--- src/rtl/discrete_pkg.sv ---
// Shared types, widths and coefficient helpers for the discrete analog-model stages.
package discrete_pkg;

    localparam int SAMPLE_W = 16;
    localparam int ACC_W    = 32;

    typedef enum logic [1:0] {
        IDLE,
        DIFF,
        MUL,
        ACC
    } rc_state_t;

    // Q16 smoothing coefficient for a first-order RC stage sampled at sample_rate:
    // round(65536 / (1 + R*C*fs)), with C given in picofarads, clamped to 1..65535.
    function automatic longint rc_alpha(input longint r, input longint c_pf,
                                        input longint sample_rate);
        longint den;
        longint alpha;
        den   = 64'sd1_000_000_000_000 + r * c_pf * sample_rate;
        alpha = (64'sd65_536_000_000_000_000 + den / 2) / den;
        if (alpha < 1) begin
            alpha = 1;
        end else if (alpha > 65535) begin
            alpha = 65535;
        end
        return alpha;
    endfunction

endpackage

--- src/rtl/rc_lowpass_filter_if.sv ---
// Sample-stream bundle between an audio source and the RC low-pass stage.
interface rc_lowpass_filter_if;
    import discrete_pkg::*;

    logic                audio_clk_en;
    logic [SAMPLE_W-1:0] in;
    logic [SAMPLE_W-1:0] out;
    logic                out_valid;
    logic                overrun;

    modport master (
        output audio_clk_en, in,
        input  out, out_valid, overrun
    );

    modport slave (
        input  audio_clk_en, in,
        output out, out_valid, overrun
    );

endinterface

--- src/rtl/rc_lowpass_filter_serial_mult.sv ---
// 16x16 unsigned shift-add multiplier: one partial product per clk, LSB first.
// done is high during the cycle whose closing edge adds the last partial product.
module serial_mult_16x16
    import discrete_pkg::*;
(
    input  logic                clk,
    input  logic                reset_n,
    input  logic                start,
    input  logic [SAMPLE_W-1:0] a,
    input  logic [SAMPLE_W-1:0] b,
    output logic                busy,
    output logic                done,
    output logic [ACC_W-1:0]    p
);

    logic [ACC_W-1:0]    a_sh;
    logic [SAMPLE_W-1:0] b_sh;
    logic [3:0]          bit_cnt;

    assign done = busy && (bit_cnt == 4'd15);

    // Load operands on start, then accumulate one shifted partial product per cycle.
    always_ff @(posedge clk) begin
        // NOTE: state registers use non-blocking assignments so every flop samples pre-edge values.
        if (!reset_n) begin
            busy    <= 1'b0;
            bit_cnt <= '0;
            p       <= '0;
            a_sh    <= '0;
            b_sh    <= '0;
        end else if (start) begin
            a_sh    <= ACC_W'(a);
            b_sh    <= b;
            p       <= '0;
            bit_cnt <= '0;
            busy    <= 1'b1;
        end else if (busy) begin
            if (b_sh[0]) begin
                p <= p + a_sh;
            end
            a_sh    <= a_sh << 1;
            b_sh    <= b_sh >> 1;
            bit_cnt <= bit_cnt + 4'd1;
            if (done) begin
                busy <= 1'b0;
            end
        end
    end

endmodule

--- src/rtl/rc_lowpass_filter.sv ---
// First-order RC low-pass: y += alpha*(x - y) once per audio sample, y held in 16.16.
module rc_lowpass_filter
    import discrete_pkg::*;
#(
    parameter int CLOCK_RATE  = 50000000,
    parameter int SAMPLE_RATE = 48000,
    parameter int R           = 10000,
    parameter int C_PF        = 33000
) (
    input  logic                clk,
    input  logic                reset_n,
    rc_lowpass_filter_if.slave  bus
);

    localparam longint ALPHA_L = rc_alpha(longint'(R), longint'(C_PF), longint'(SAMPLE_RATE));
    localparam logic [SAMPLE_W-1:0] ALPHA = ALPHA_L[SAMPLE_W-1:0];

    // One sample takes 19 clocks; leave margin so a strobe can never outrun the datapath.
    if (CLOCK_RATE / SAMPLE_RATE < 20) begin : g_rate_check
        $error("rc_lowpass_filter: CLOCK_RATE/SAMPLE_RATE must be at least 20");
    end

    rc_state_t           state;
    rc_state_t           state_nx;
    logic [SAMPLE_W-1:0] x_q;
    logic                sign_q;
    logic [ACC_W-1:0]    y_acc;
    logic                out_valid_q;
    logic                overrun_q;

    logic [SAMPLE_W:0]   diff;
    logic [SAMPLE_W-1:0] mag;
    logic                mult_start;
    logic                mult_busy;
    logic                mult_done;
    logic [ACC_W-1:0]    prod;
    logic [ACC_W:0]      acc_sum;
    logic [ACC_W:0]      acc_dif;
    logic [ACC_W-1:0]    acc_next;

    // Signed distance from the current output to the latched input, split into sign and magnitude.
    assign diff = {1'b0, x_q} - {1'b0, y_acc[ACC_W-1:SAMPLE_W]};
    assign mag  = diff[SAMPLE_W] ? SAMPLE_W'(~diff[SAMPLE_W-1:0] + 16'd1) : diff[SAMPLE_W-1:0];

    serial_mult_16x16 u_mult (
        .clk     (clk),
        .reset_n (reset_n),
        .start   (mult_start),
        .a       (mag),
        .b       (ALPHA),
        .busy    (mult_busy),
        .done    (mult_done),
        .p       (prod)
    );

    // Saturating update: the capacitor voltage clips at the rails instead of wrapping.
    always_comb begin
        acc_sum  = {1'b0, y_acc} + {1'b0, prod};
        acc_dif  = {1'b0, y_acc} - {1'b0, prod};
        acc_next = y_acc;
        if (sign_q) begin
            acc_next = acc_dif[ACC_W] ? '0 : acc_dif[ACC_W-1:0];
        end else begin
            acc_next = acc_sum[ACC_W] ? '1 : acc_sum[ACC_W-1:0];
        end
    end

    // Sequencer: IDLE -> DIFF -> MUL (16 cycles) -> ACC -> IDLE.
    always_comb begin
        // NOTE: defaults first so every path assigns every output and no latch is inferred.
        state_nx   = state;
        mult_start = 1'b0;
        unique case (state)
            IDLE: begin
                if (bus.audio_clk_en) begin
                    state_nx = DIFF;
                end
            end
            DIFF: begin
                mult_start = 1'b1;
                state_nx   = MUL;
            end
            MUL: begin
                if (mult_done) begin
                    state_nx = ACC;
                end else if (!mult_busy) begin
                    state_nx = IDLE;
                end
            end
            ACC: begin
                state_nx = IDLE;
            end
            default: begin
                state_nx = IDLE;
            end
        endcase
    end

    // State register, sample latch, accumulator and status flags.
    always_ff @(posedge clk) begin
        if (!reset_n) begin
            state       <= IDLE;
            x_q         <= '0;
            sign_q      <= 1'b0;
            y_acc       <= '0;
            out_valid_q <= 1'b0;
            overrun_q   <= 1'b0;
        end else begin
            state       <= state_nx;
            out_valid_q <= (state == ACC);
            if (bus.audio_clk_en) begin
                if (state == IDLE) begin
                    x_q <= bus.in;
                end else begin
                    overrun_q <= 1'b1;
                end
            end
            if (state == DIFF) begin
                sign_q <= diff[SAMPLE_W];
            end
            if (state == ACC) begin
                y_acc <= acc_next;
            end
        end
    end

    assign bus.out       = y_acc[ACC_W-1:SAMPLE_W];
    assign bus.out_valid = out_valid_q;
    assign bus.overrun   = overrun_q;

endmodule
--- src/flat_wrapper.sv ---
// flat-port wrapper written by rule: the top's interface ports become plain ports
module rc_lowpass_filter_flat import discrete_pkg::*;
#(
    parameter int CLOCK_RATE  = 50000000,
    parameter int SAMPLE_RATE = 48000,
    parameter int R           = 10000,
    parameter int C_PF        = 33000
)
  (clk, reset_n, bus_audio_clk_en, bus_in, bus_out, bus_out_valid, bus_overrun);
  rc_lowpass_filter_if bus_i ();
  input  logic clk;
  input  logic reset_n;
  input wire logic [$bits(bus_i.audio_clk_en)-1:0] bus_audio_clk_en;
  input wire logic [$bits(bus_i.in)-1:0] bus_in;
  output wire logic [$bits(bus_i.out)-1:0] bus_out;
  output wire logic [$bits(bus_i.out_valid)-1:0] bus_out_valid;
  output wire logic [$bits(bus_i.overrun)-1:0] bus_overrun;
  assign bus_i.audio_clk_en = bus_audio_clk_en;
  assign bus_i.in = bus_in;
  assign bus_out = bus_i.out;
  assign bus_out_valid = bus_i.out_valid;
  assign bus_overrun = bus_i.overrun;
  rc_lowpass_filter #(.CLOCK_RATE(CLOCK_RATE), .SAMPLE_RATE(SAMPLE_RATE), .R(R), .C_PF(C_PF)) u_core (.clk(clk), .reset_n(reset_n), .bus(bus_i));
endmodule
--- config.mk ---
export PLATFORM = sky130hd
export DESIGN_NAME = rc_lowpass_filter_flat
export DESIGN_NICKNAME = d
export VERILOG_FILES = /design/src/rtl/discrete_pkg.sv /design/src/rtl/rc_lowpass_filter_if.sv /design/src/rtl/rc_lowpass_filter_serial_mult.sv /design/src/rtl/rc_lowpass_filter.sv /design/src/flat_wrapper.sv
export SDC_FILE = /design/constraint.sdc
export NUM_CORES = 1
export LEC_CHECK = 0
export ABC_AREA = 1
export BUFFER_PORTS_ARGS = -buffer_cell sky130_fd_sc_hd__buf_2
export CAP_MARGIN = 20
export CORE_ASPECT_RATIO = 1.75
export CORE_MARGIN = 8
export CORE_UTILIZATION = 65
export CTS_CLUSTER_SIZE = 24
export DETAILED_ROUTE_END_ITERATION = 10
export PLACE_DENSITY = 0.9
export SKIP_CTS_REPAIR_TIMING = 1
export SLEW_MARGIN = 40
export SYNTH_ARGS = -nofsm -noshare
export SYNTH_HDL_FRONTEND = slang
export SYNTH_SLANG_ARGS = --single-unit
export TNS_END_PERCENT = 20
--- constraint.sdc ---
create_clock -name clk -period 3.2 [get_ports clk]
set_input_delay 0.32 -clock clk [delete_from_list [all_inputs] [get_ports clk]]
set_output_delay 0.32 -clock clk [all_outputs]
set_load 0.005 [all_outputs]
==> out/metrics.cfg, run 1 <==
[yosys]
ys_types=50
syn_nets=2202
synth_area_sq_um=12500
avgSynthCellArea_sq_um=6.03
yosysSeqAreaShare_pct=21.5
yosys_warnings=0
ys_seq_elements=134
synthCells=2066

[placed_design]
gp_congestion=1.09
io_buffers=36
place_hpwl_um=35400

[cells_and_area]
diodes=0
utilization_pct=70.3
nNetsFinal=2207
area_growth_pct=6.98
final_common_cell=nand2_1
layout_common_cells=nand2_1 (512), inv_1 (290), a21oi_1 (227)
layout-drive-gt1-share_pct=5.90

[critical_path]
crit_required_ns=3.59
r2r_setup_slack_ns=0.14
cp.arrival_ns=3.45
worstSetupStartpointType=register
critical_path_class=reg2reg
crit_path_end_kind=register
cp_max_fo=23

[drt]
drt_wl_total_um=44500
vias=14000
ant_nets=0
viasPerCell=6.03
drt_iter0_drc=1280
remaining_drc_errors=0
firstDrtPassIters=8
wl_per_cell_um=19.1

[timing]
rsz0062_at_grt=false
fin_skew_ns=0.0135
finalCritPeriodShare_pct=95.7
tns_ns=0
slew_headroom_pct=47.2
drv_slew=0
hold_viol=0
final-setup-viol-count=0
max_freq_ghz=0.326
period_needed_ns=3.06
worst_pin_slew_ns=0.791

[job]
drv_cap=0

[clock_network]
cts_buffers=17
cts_max_level=4
clk_pin_slew_ns=0.06
cts_sinks=134
cts_tree=built
clk_latency_ns=0.44
cts_buffer_depth=2
cts_root_buffer=clkbuf_16

[global_route]
gr-total-overflow=0
grt_pass1_vias=13800
grt_max_degree=43
track_usage_pct=36.7
antenna_found_initial=0
grt_pass1_wl_um=68700

[pwr]
peakVddDrop_mv=0.521
power.density_nw_per_um2=451
finalPower_mw=6.01
p_leak_nw=7.12

[die]
placementRows=67
start_util_pct=65.7
coreArea_sq_um=18900
die-area_sq_um=24000
io_pins=37
die_w_um=121
die_h_um=199

[status]
status=finished clean

[worst_hold_path]
hp-class=in2reg

[final timing paths]
path | start | cells past startpoint | end
setup / recovery | u_core.u_mult.p[11] | 16 | u_core.y_acc[31]
hold reg to reg | u_core.u_mult.b_sh[6] | 2 | u_core.u_mult.b_sh[6]
setup reg to reg | u_core.u_mult.p[11] | 16 | u_core.y_acc[31]
hold / removal | bus_in[11] | 3 | u_core.x_q[11]
[sequential cells by signal, summed over array words and instances (netlist names), 2 cells and up]
register / flops
u_core.u_mult.p: 32
u_core.u_mult.bit_cnt: 4
u_core.u_mult.b_sh: 12
u_core.u_mult.a_sh: 32
u_core.state: 2
u_core.x_q: 16
u_core.y_acc: 32
[synthesized netlist by cell type (all sizes together)]
cell,n,area share [%]
nand2,516,16
inv,295,8.9
a21oi,230,9.4
nor2,209,6.3
o21ai,154,6.3
nand3,150,6.1
dfxtp,134,22
ha,113,11
buf,47,2.6
xor2,41,2.9
clkbuf,35,1.1
nor3,30,1.2
nand4,15,0.75
a21o,14,0.84
a31oi,13,0.65
o211ai,10,0.60
o21a,7,0.42
o21bai,6,0.36
xnor2,6,0.42
a21boi,5,0.30
nor4,5,0.25
or2,5,0.25
fa,4,0.64
a211oi,3,0.18
clkinv,3,0.090
o221ai,3,0.21
and2,2,0.10
nand3b,2,0.12
o22ai,2,0.10
a2111oi,1,0.070
a221oi,1,0.070
a31o,1,0.070
nor3b,1,0.060
o2bb2ai,1,0.070
o311ai,1,0.070
o31a,1,0.070
[metrics by stage]
stage	setup WS (ns)	cell area, sq um	hold WS, ns	instances
floorplan	0.870	12500	0.433	2066
global placement	0.246	12700	0.447	2291
detailed placement	0.219	12700	0.456	2291
CTS	0.192	13300	0.102	2323
global route	0.0543	13300	0.110	2325
finish	0.136	13300	0.104	2325
[final cells by class]
type                    count  area, sq um
clock buffers              18          429
well taps                 241          302
multi-input cells        1552         8210
repair buffers             68          433
fillers                  1740         5620
clock inverters            14          141
flip-flops and latches    134         2680
inverters                 298         1120
[critical path, stage by stage (launching register included)]
cell and delay [ns]:
dfxtp_1 0.44, inv_1 0.15, ha_1 0.46, nand2_1 0.19
nor2_1 0.22, inv_1 0.08, o21ai_2 0.28, nand2_1 0.08
nand2_1 0.14, nand2_1 0.08, nand2_2 0.12, nand2_4 0.16
inv_6 0.24, nand3_1 0.14, nand3_1 0.11, nand2_1 0.06
inv_1 0.05
[power by group]
group / internal (mW) / switching [mW] / total (mW)
clock network: 1.09 / 0.848 / 1.94
logic: 0.672 / 1.56 / 2.23
registers: 1.76 / 0.0848 / 1.84
total: 3.52 / 2.49 / 6.01
[per-layer routing]
metal	GRT usage, %	vias to the layer above	wire length [um]
met3	5.49	222	2930
met1	36.4	6391	15600
li1	-	6714	-
met5	0	-	0
met2	66.6	700	22300
met4	29.6	0	3610
[logic make-up after synthesis]
family	count (synthesis)	synth area share, %
compound gates	453	19.8
xor+xnor	47	3.30
fa+ha+maj	117	12.0
buf+inv	380	12.6
flops	134	21.5
simple gates	935	30.8
Power figures use the tool's default switching activity.
==> run 2, diff against run 1 <==
--- a/config.mk
+++ b/config.mk
@@ -13,10 +13,11 @@
 export CORE_UTILIZATION = 65
 export CTS_CLUSTER_SIZE = 24
 export DETAILED_ROUTE_END_ITERATION = 10
-export PLACE_DENSITY = 0.9
+export PLACE_DENSITY = 0.89
 export SKIP_CTS_REPAIR_TIMING = 1
 export SLEW_MARGIN = 40
 export SYNTH_ARGS = -nofsm -noshare
 export SYNTH_HDL_FRONTEND = slang
+export SYNTH_HIERARCHICAL = 1
 export SYNTH_SLANG_ARGS = --single-unit
 export TNS_END_PERCENT = 20
==> out/metrics.cfg, run 2 <==
[cells_and_area]
fillers=2188  ; +26%
utilization_pct=69.8  ; -0.55 points
area_growth_pct=6.65
final_common_cell=nand2_1
layout_common_cells=nand2_1 (925), inv_1 (534), nor2_1 (312)
layout_top_registers=u_core/u_mult/a_sh x32, u_core/u_mult/p x32, u_core/y_acc x32
nNetsFinal=2838  ; +29%
layout-drive-gt1-share_pct=5.34  ; -0.56 points

[timing]
fin_skew_ns=0.0132  ; -0.000238 ns
max_freq_ghz=0.341  ; +4.6%
tns_ns=0  ; unchanged
worst_pin_slew_ns=0.714  ; -0.0762 ns
final-setup-viol-count=0  ; unchanged
drv_slew=0  ; unchanged
rsz0062_at_grt=false
period_needed_ns=2.93  ; -0.134 ns
hold_viol=0  ; unchanged
slew_headroom_pct=52.4  ; +5.2 points
finalCritPeriodShare_pct=91.6  ; -4.2 points

[global_route]
gr-total-overflow=0  ; unchanged
grt_pass1_wl_um=84100  ; +22%
grt_max_degree=44  ; +2.3%
track_usage_pct=39.6  ; +2.9 points
antenna_found_initial=2  ; +2
grt_pass1_vias=16500  ; +20%

[yosys]
ys_seq_elements=138  ; +3.0%
synthCells=2688  ; +30%
yosysSeqAreaShare_pct=18.8  ; -2.7 points
synth.area.top_cells=nand2_1 (24%), dfxtp_1 (19%), inv_1 (14%)
synth-edff-count=0  ; unchanged
yosysTopAreaCellShare_pct=23.6  ; +2.1 points
avgSynthCellArea_sq_um=5.47  ; -9.3%
synthTopCellsByCount=nand2_1 (925), inv_1 (534), nor2_1 (313)
yosys.area.top_type=nand2_1
yosys_warnings=6  ; +6
yosysMostFrequentCell=nand2_1
synth_area_sq_um=14700  ; +18%
async_flop_share_pct=0  ; unchanged
synth_top_flop_cell=dfxtp_1
ys_types=46  ; -8.0%

[drt]
drt_wl_total_um=54900  ; +23%
remaining_drc_errors=0  ; unchanged
vias=17000  ; +21%
drt_iter0_drc=1500  ; +17%
wl_per_cell_um=18.2  ; -4.9%
viasPerCell=5.63  ; -6.7%
wl_met1_um=18300  ; +17%
wl_met2_um=27000  ; +21%
firstDrtPassIters=8  ; unchanged
top_layer=met5
ant_nets=0  ; unchanged
route.met3.wl_um=4080  ; +39%

[worst_hold_path]
hp-class=in2reg

[pwr]
peakVddDrop_mv=0.456  ; -12%
power.density_nw_per_um2=361  ; -20%
p_leak_nw=9.37  ; +32%

[clock_network]
cts_buffer_depth=2  ; unchanged
cts_max_level=4  ; unchanged
clk_latency_ns=0.45  ; about the same
cts_sinks=138  ; +3.0%
cts_root_buffer=clkbuf_16
cts_tree=built
cts_buffers=17  ; unchanged
clk_pin_slew_ns=0.07  ; about the same

[critical_path]
cp.arrival_ns=3.32  ; -0.13 ns
crit_required_ns=3.59  ; about the same
path_buf_inv=3  ; -1
cp_common_cell=nand2_1
crit_family=simple AND/OR/NAND/NOR gates
cp_max_fo=22  ; -4.3%
crit_chain=inv_1, ha_1, nand2_1, nor2_1, nand2_1, nor4_2, nand2_2, a21oi_4, buf_12, nand3_1, nand3_1, nand2_1, inv_1
critical_path_class=reg2reg
worstSetupStartpointType=register
crit_slowest_cell=ha_1
critPathMaxStageDelay_ns=0.47  ; about the same
crit_path_end_kind=register

[die]
io_pins=37  ; unchanged
coreArea_sq_um=22500  ; +19%
placementRows=73  ; +9.0%
die-area_sq_um=27900  ; +16%
die_w_um=130  ; +7.5%
die_h_um=215  ; +8.0%
start_util_pct=65.4  ; -0.31 points

[placed_design]
gp_congestion=1.03  ; -5.5%
io_buffers=36  ; unchanged
place_hpwl_um=42600  ; +21%

[job]
drv_cap=0  ; unchanged

[status]
status=finished clean

-- run 2: cell types whose count changed after synthesis, sizes merged, moves of 12 or more --
cell and delta:
o21ai -65, nor2 +110, a21o -12, a21oi -105, nand2 +427, nand3 +27, inv +250, nand4 +14
clkbuf -12, nor3 -17
-- run 2: path summary, 6_finish.rpt --
kind / start / endpoint / slack [ns] / cells after the start
hold / removal: bus_in[4] / u_core/x_q[4] / 0.13 / 3
setup reg to reg: u_core/u_mult/p[22] / u_core/y_acc[25] / 0.27 / 13
setup / recovery: u_core/u_mult/p[22] / u_core/y_acc[25] / 0.27 / 13
hold reg to reg: u_core/x_q[0] / u_core/x_q[0] / 0.46 / 2
-- run 2: logic make-up after synthesis --
logic type / count (synthesis) / share of synthesized area [%]
other cells: 2 / 0.0511
xor+xnor: 44 / 2.62
buf+inv: 630 / 17.2
compound gates: 253 / 9.50
fa+ha+maj: 117 / 10.2
flops: 138 / 18.8
simple gates: 1504 / 41.7
-- run 2: layout make-up --
cell class | count | area [sq um] | share of cell area (%)
Clock inverter | 15 | 175 | 1.12
Timing Repair Buffer | 62 | 400 | 2.55
Multi-Input combinational cell | 1934 | 9480 | 60.4
Clock buffer | 17 | 425 | 2.71
Tap cell | 300 | 375 | 2.39
Antenna cell | 1 | 2.50 | 0.0160
Sequential cell | 138 | 2760 | 17.6
Inverter | 549 | 2060 | 13.2
-- run 2: metal layers --
| layer | vias up | track usage (%) |
|---|---|---|
| met5 | - | 0 |
| met4 | 2 | 36.3 |
| met3 | 327 | 9.72 |
| met2 | 817 | 68.6 |
| met1 | 7660 | 37.1 |
| li1 | 8163 | - |
-- run 2: per-stage QoR --
stage	hold slack, ns	std cells	setup WS, ns	area [sq um]	power, mW
2_1_floorplan	0.431	2702	0.757	14800	3.04
3_5_place_dp	0.451	2983	0.369	15100	3.55
4_1_cts	0.121	3015	0.351	15700	5.59
6_report	0.126	3016	0.270	15700	5.66
3_3_place_gp	0.442	2983	0.425	15100	3.52
5_1_grt	0.119	3015	0.0703	15700	5.91
-- run 2: where the power goes --
| group | total (mW) | internal (mW) | switching (mW) |
|---|---|---|---|
| Clock | 2.07 | 1.18 | 0.889 |
| Sequential | 1.85 | 1.79 | 0.0662 |
| Combinational | 1.74 | 0.510 | 1.23 |
| Total | 5.66 | 3.48 | 2.19 |
-- run 2: worst min-delay path: stages --
cell and delay [ns]:
buf_2 0.07, o21ai_0 0.07, nor2_1 0.08
